**src/rtl/instr_sequencer_if.sv**
```systemverilog
// Sequencer-to-datapath bundle: instruction fetch, accumulator control and status.
// The master modport is the sequencer side; the slave modport is memory/datapath.
interface instr_sequencer_if #(
  parameter int unsigned ADDR_WIDTH = 10,
  parameter int unsigned DATA_WIDTH = 8
);
  logic                  iRun;
  logic [ADDR_WIDTH-1:0] oPC;
  logic [15:0]           iInstr;
  logic [2:0]            iFlags;
  logic [1:0]            oRpgSelect;
  logic [DATA_WIDTH-1:0] oInm;
  logic [1:0]            oAluOp;
  logic [ADDR_WIDTH-1:0] oDataAddr;
  logic                  oDataWE;
  logic                  oHalted;
  logic                  oIllegal;

  modport master (
    input  iRun, iInstr, iFlags,
    output oPC, oRpgSelect, oInm, oAluOp, oDataAddr, oDataWE, oHalted, oIllegal
  );

  modport slave (
    output iRun, iInstr, iFlags,
    input  oPC, oRpgSelect, oInm, oAluOp, oDataAddr, oDataWE, oHalted, oIllegal
  );
endinterface

```
**src/rtl/instr_sequencer.sv**
```systemverilog
// Fetch/decode/execute control unit for the 8-bit accumulator datapath.
// Define INSTR_SEQUENCER_ILLEGAL_TRAP_EN to trap opcodes 12-14 into HALTED with oIllegal set.
module instr_sequencer #(
  parameter int unsigned ADDR_WIDTH = 10,
  parameter int unsigned DATA_WIDTH = 8,
  parameter int unsigned RESET_PC   = 0
) (
  input  logic                Clock,
  input  logic                Reset,
  instr_sequencer_if.master   bus
);

  typedef enum logic [2:0] {StFetch, StDecode, StExec, StMem, StHalted} state_e;

  localparam logic [3:0] OpNop  = 4'd0;
  localparam logic [3:0] OpLdi  = 4'd1;
  localparam logic [3:0] OpLd   = 4'd2;
  localparam logic [3:0] OpSt   = 4'd3;
  localparam logic [3:0] OpAdd  = 4'd4;
  localparam logic [3:0] OpSub  = 4'd5;
  localparam logic [3:0] OpAnd  = 4'd6;
  localparam logic [3:0] OpOr   = 4'd7;
  localparam logic [3:0] OpJmp  = 4'd8;
  localparam logic [3:0] OpJz   = 4'd9;
  localparam logic [3:0] OpJc   = 4'd10;
  localparam logic [3:0] OpJn   = 4'd11;
  localparam logic [3:0] OpHalt = 4'd15;

  localparam logic [1:0] SelHold = 2'd0;
  localparam logic [1:0] SelImm  = 2'd1;
  localparam logic [1:0] SelAlu  = 2'd2;
  localparam logic [1:0] SelMem  = 2'd3;

  state_e                state_q, state_d;
  logic [ADDR_WIDTH-1:0] pc_q, pc_d;
  logic [15:0]           ir_q, ir_d;
  logic [1:0]            rpg_sel;
  logic                  data_we;

  logic [3:0]            opcode;
  logic [ADDR_WIDTH-1:0] target;
  logic                  unused_ir;

  assign opcode    = ir_q[15:12];
  assign target    = ir_q[ADDR_WIDTH-1:0];
  assign unused_ir = ^ir_q[11:10];

  always_comb begin
    state_d = state_q;
    pc_d    = pc_q;
    ir_d    = ir_q;
    rpg_sel = SelHold;
    data_we = 1'b0;
    unique case (state_q)
      StFetch: begin
        if (bus.iRun) state_d = StDecode;
      end
      StDecode: begin
        ir_d    = bus.iInstr;
        pc_d    = pc_q + 1'b1;
        state_d = StExec;
      end
      StExec: begin
        state_d = StFetch;
        case (opcode)
          OpNop: ;
          OpLdi: rpg_sel = SelImm;
          OpSt:  data_we = 1'b1;
          OpLd, OpAdd, OpSub, OpAnd, OpOr: state_d = StMem;
          OpJmp: pc_d = target;
          OpJz:  if (bus.iFlags[2]) pc_d = target;
          OpJc:  if (bus.iFlags[1]) pc_d = target;
          OpJn:  if (bus.iFlags[0]) pc_d = target;
          OpHalt: state_d = StHalted;
`ifdef INSTR_SEQUENCER_ILLEGAL_TRAP_EN
          4'd12, 4'd13, 4'd14: state_d = StHalted;
`endif
          default: ;
        endcase
      end
      StMem: begin
        // The accumulator captures on the clock edge that ends this cycle.
        rpg_sel = (opcode == OpLd) ? SelMem : SelAlu;
        state_d = StFetch;
      end
      StHalted: ;
      default: state_d = StFetch;
    endcase
    // Strobes must be quiet while Reset is held, whatever state the FSM is in.
    if (Reset) begin
      rpg_sel = SelHold;
      data_we = 1'b0;
    end
  end

  always_ff @(posedge Clock) begin
    if (Reset) begin
      state_q <= StFetch;
      pc_q    <= ADDR_WIDTH'(RESET_PC);
      ir_q    <= '0;
    end else begin
      state_q <= state_d;
      pc_q    <= pc_d;
      ir_q    <= ir_d;
    end
  end

`ifdef INSTR_SEQUENCER_ILLEGAL_TRAP_EN
  logic illegal_q, illegal_d;

  always_comb begin
    illegal_d = illegal_q;
    if (state_q == StExec && opcode inside {4'd12, 4'd13, 4'd14}) illegal_d = 1'b1;
  end

  always_ff @(posedge Clock) begin
    if (Reset) illegal_q <= 1'b0;
    else       illegal_q <= illegal_d;
  end

  assign bus.oIllegal = illegal_q;
`else
  assign bus.oIllegal = 1'b0;
`endif

  assign bus.oPC        = pc_q;
  assign bus.oRpgSelect = rpg_sel;
  assign bus.oInm       = DATA_WIDTH'(ir_q[7:0]);
  assign bus.oAluOp     = ir_q[13:12];
  assign bus.oDataAddr  = target;
  assign bus.oDataWE    = data_we;
  assign bus.oHalted    = (state_q == StHalted);

endmodule

```
**src/flat_wrapper.sv**
```systemverilog
// flat-port wrapper written by rule: the top's interface ports become plain ports
module instr_sequencer_flat 
#(
  parameter int unsigned ADDR_WIDTH = 10,
  parameter int unsigned DATA_WIDTH = 8,
  parameter int unsigned RESET_PC   = 0
)
  (Clock, Reset, bus_iRun, bus_iInstr, bus_iFlags, bus_oPC, bus_oRpgSelect, bus_oInm, bus_oAluOp, bus_oDataAddr, bus_oDataWE, bus_oHalted, bus_oIllegal);
  instr_sequencer_if #(.ADDR_WIDTH(ADDR_WIDTH), .DATA_WIDTH(DATA_WIDTH)) bus_i ();
  input  logic Clock;
  input  logic Reset;
  input wire logic [$bits(bus_i.iRun)-1:0] bus_iRun;
  input wire logic [$bits(bus_i.iInstr)-1:0] bus_iInstr;
  input wire logic [$bits(bus_i.iFlags)-1:0] bus_iFlags;
  output wire logic [$bits(bus_i.oPC)-1:0] bus_oPC;
  output wire logic [$bits(bus_i.oRpgSelect)-1:0] bus_oRpgSelect;
  output wire logic [$bits(bus_i.oInm)-1:0] bus_oInm;
  output wire logic [$bits(bus_i.oAluOp)-1:0] bus_oAluOp;
  output wire logic [$bits(bus_i.oDataAddr)-1:0] bus_oDataAddr;
  output wire logic [$bits(bus_i.oDataWE)-1:0] bus_oDataWE;
  output wire logic [$bits(bus_i.oHalted)-1:0] bus_oHalted;
  output wire logic [$bits(bus_i.oIllegal)-1:0] bus_oIllegal;
  assign bus_i.iRun = bus_iRun;
  assign bus_i.iInstr = bus_iInstr;
  assign bus_i.iFlags = bus_iFlags;
  assign bus_oPC = bus_i.oPC;
  assign bus_oRpgSelect = bus_i.oRpgSelect;
  assign bus_oInm = bus_i.oInm;
  assign bus_oAluOp = bus_i.oAluOp;
  assign bus_oDataAddr = bus_i.oDataAddr;
  assign bus_oDataWE = bus_i.oDataWE;
  assign bus_oHalted = bus_i.oHalted;
  assign bus_oIllegal = bus_i.oIllegal;
  instr_sequencer #(.ADDR_WIDTH(ADDR_WIDTH), .DATA_WIDTH(DATA_WIDTH), .RESET_PC(RESET_PC)) u_core (.Clock(Clock), .Reset(Reset), .bus(bus_i));
endmodule
```
**config.mk**
```make
export PLATFORM = sky130hd
export DESIGN_NAME = instr_sequencer_flat
export DESIGN_NICKNAME = d
export VERILOG_FILES = /design/src/rtl/instr_sequencer_if.sv /design/src/rtl/instr_sequencer.sv /design/src/flat_wrapper.sv
export SDC_FILE = /design/constraint.sdc
export NUM_CORES = 1
export LEC_CHECK = 0
export BUFFER_PORTS_ARGS = -buffer_cell sky130_fd_sc_hd__buf_2
export CORE_ASPECT_RATIO = 1.4
export CORE_UTILIZATION = 25
export CTS_CLUSTER_SIZE = 12
export DETAILED_ROUTE_END_ITERATION = 10
export PLACE_DENSITY = 0.5
export SLEW_MARGIN = 30
export SYNTH_ARGS = -nofsm -noshare
export SYNTH_HDL_FRONTEND = slang
export SYNTH_SLANG_ARGS = --single-unit
```
**constraint.sdc**
```tcl
create_clock -name Clock -period 3 [get_ports Clock]
set_input_delay 0.6 -clock Clock [delete_from_list [all_inputs] [get_ports Clock]]
set_output_delay 0.6 -clock Clock [all_outputs]
set_load 0.02 [all_outputs]
```
==> results by group <==
STA
  – # setup viols final: 0
  – Worst-Margin Slew: 554.0 ps
  – Normalized max-slew margin: 0.6290
  – Minimum hold slack: 489.2 ps
  – Crit share post-route: 0.7877
  – Max Freq: 423.2 MHz
  – Setup TNS: 0 ps
  – Final Hold Viols: 0
  – Final Max Tran Viols: 0
  – RSZ-0062 raised after global routing: false
  – Clock Skew: 1.579 ps
  – Fin crit period: 2363 ps

Cells and area
  – Layout Cells excl Fill: 285
  – Synthesis-to-finish area growth: 15.02%
  – Ant diodes: 0
  – Filler cells: 646
  – Nets: 241
  – Layout cells sized above 1: 0.3134

Clocking
  – Post-CTS Setup Bufs: 0
  – CTS HTree Levels: 1
  – Clk Tree Root Cell: clkbuf_8
  – Clock Pin Slew Worst Setup and Hold Paths: 90 ps
  – CTS sink cnt: 27
  – Clk Latency, worst-skew pair: 270 ps
  – Post-CTS resize count: 0
  – TritonCTS clock tree: done
  – TritonCTS Buffers: 3
  – Clk buf depth: 2
  – Hold_buf cts: 0

Worst setup path
  – Cell family with most CP delay: simple AND/OR/NAND/NOR gates
  – Critical path's largest stage delay: 420 ps
  – Reg2reg start: u_core.state_q[0]
  – Worst Setup SP: u_core.state_q[1]
  – Startpoint types: register
  – CP Capture Type: output port
  – CP Class: reg2out
  – WP data required: 2400 ps
  – CP Cell Sequence: nor3b_4 > buf_4 > and2_1 > nand2_1 > nor4_1 > buf_2
  – Buf+Inv Stages, Crit Path: 2
  – WP data arrival: 1760 ps
  – Slowest-stage cell, CP: dfxtp_1
  – Worst Path Max Fanout: 16

GRT
  – Initial antenna violation count: 0
  – Total track usage: 0.1280
  – First-pass GRT wire length: 6154 um
  – Grt total ovfl: 0
  – Vias in the first global route: 1261
  – Largest net degree at the start of global routing: 29

Synth
  – FFs w/ async S/R, synth: 0
  – EDFF count, synth: 0
  – Post-Synthesis Cells: 186
  – Area leader, netlist: dfxtp_1
  – Post-synth top cells: 36 x nand2_1, 27 x dfxtp_1, 23 x buf_4
  – Share of the yosys chip area belonging to registers: 0.3624
  – Synth area leaders: dfxtp_1 36%, buf_4 12%, nand2_1 9.1%
  – Mapped cell area: 1491 um2
  – Most frequent cell after synthesis: nand2_1
  – Yosys top cell area share: 0.3624
  – #FFs+latches synth: 27
  – Avg Cell Area, Syn: 8.018 um2
  – Synth warn: 0
  – Main flop type after synthesis: dfxtp_1
  – Syn nets: 209
  – Synth unique cells: 43

Power
  – Max VDD drop: 144.5 uV
  – Switching Share: 0.3127
  – Pwr per Cell Area: 452.1 nW/um2
  – Seq pwr share: 0.522
  – Power Internal: 0.5330 mW
  – Comb power frac: 0.204
  – Clk pwr share: 0.274
  – Pleak: 0.7178 nW
  – Net switching power figure: 0.2425 mW

Floorplan
  – Core ar.: 5645 um2
  – # IOs: 57
  – Die Width: 67.28 um
  – Initial Util: 0.2642
  – Die ar.: 6283 um2
  – FP Rows: 32
  – Die Height: 93.39 um

Min path
  – Class of the worst hold path: reg2reg
  – Worst Min Path Start: u_core.ir_q[9]

Routing
  – Post-DRT Antenna Nets: 0
  – Avg Vias per Cell: 4.811
  – DRT Pass-1 Iters: 4
  – DRT iter0 DRCs: 60
  – Drt wl/cell: 13.15 um
  – Remaining DRCs: 0
  – Routed WL: 3748 um
  – Vias: 1371

Placement
  – Dpl cells: 281
  – Placer Congestion: 0.8123
  – Placed wire-length estimate: 2657 um
  – IO Port Bufs: 53

Outcome
  – Status: finished, final reports clean

Flow run
  – Total of max-cap violations: 0
-- state kept, by name (all words and copies together) (netlist names) --
name	cells
u_core.bus.oPC	10
u_core.state_q	3
u_core.ir_q	14
-- worst paths after layout --
kind | slack [ps] | endpoint | depth (start not counted)
setup reg to reg | 1100 | u_core.bus.oPC[3] | 5
setup / recovery | 640 | bus_oDataWE | 6
hold reg to reg | 490 | u_core.ir_q[9] | 2
hold / removal | 490 | u_core.ir_q[9] | 2
-- power by group through the flow --
stage	Clock (mW)	Sequential, mW	Combinational (mW)
floorplan	0	0.409	0.134
global placement	0	0.414	0.159
detailed placement	0	0.414	0.161
CTS	0.222	0.406	0.161
global route	0.234	0.412	0.176
finish	0.212	0.405	0.158
-- cells in the final DEF, fill, tap and decap left out, types with 2 or more instances in the layout --
cell type   n
a22oi_1     3
buf_2      53
clkbuf_8    3
nor2b_1     3
nor2_1      4
nand3_1     7
o31ai_1     3
nand2_1    36
o211ai_1    2
o2111ai_1   3
a21oi_1    21
nor4_1      3
a2bb2oi_1   3
or3_1       2
inv_1       5
dfxtp_1    27
o21ai_0     2
nor3_1      4
and2_1      2
buf_4       4
nand4_1     4
-- routing by layer --
layer	track usage	part of all wire
met5	0	0
met4	0.04255	0.013
met3	0.01707	0.048
met2	0.2092	0.48
met1	0.1692	0.46
-- metrics by stage --
stage                     utilization  worst slack, ps  cell area, um2  power [mW]
after floorplan                     -            329.3            1491      0.5438
after global placement         0.2959            845.6            1670      0.5732
after detailed placement       0.2959            813.5            1670      0.5750
after CTS                      0.3039            616.4            1715      0.7886
after global routing           0.3039            463.4            1715      0.8221
final                          0.3039            636.9            1715      0.7756
-- cell families (layout without fill, tap and decap cells) --
kind of cell,Yosys count,after routing,synth area share
AND/OR/NAND/NOR,76,76,0.2643
AO/OA/AOI/OAI,45,45,0.2072
buffers and inverters,35,66,0.1477
flip-flops,27,27,0.3624
adder cells (fa/ha/maj),1,1,0.008388
other,1,1,0.002514
multiplexers,1,1,0.007550
-- final cells by class --
class	count	area [um2]	share of cell area
timing repair buffer	57	295.3	0.1721
tap	68	85.08	0.04960
clock buffer	4	45.04	0.02626
multi-input combinational	124	730.7	0.4260
sequential	27	540.5	0.3151
inverter	5	18.77	0.01094
-- worst min-delay path: cells and delay by family, from the launching register on --
family	cells	cell delay, ps
AOI/OAI and AO/OA	1	50
DFF	1	340
and+or+nand+nor	1	60
Power figures use the tool's default switching activity.
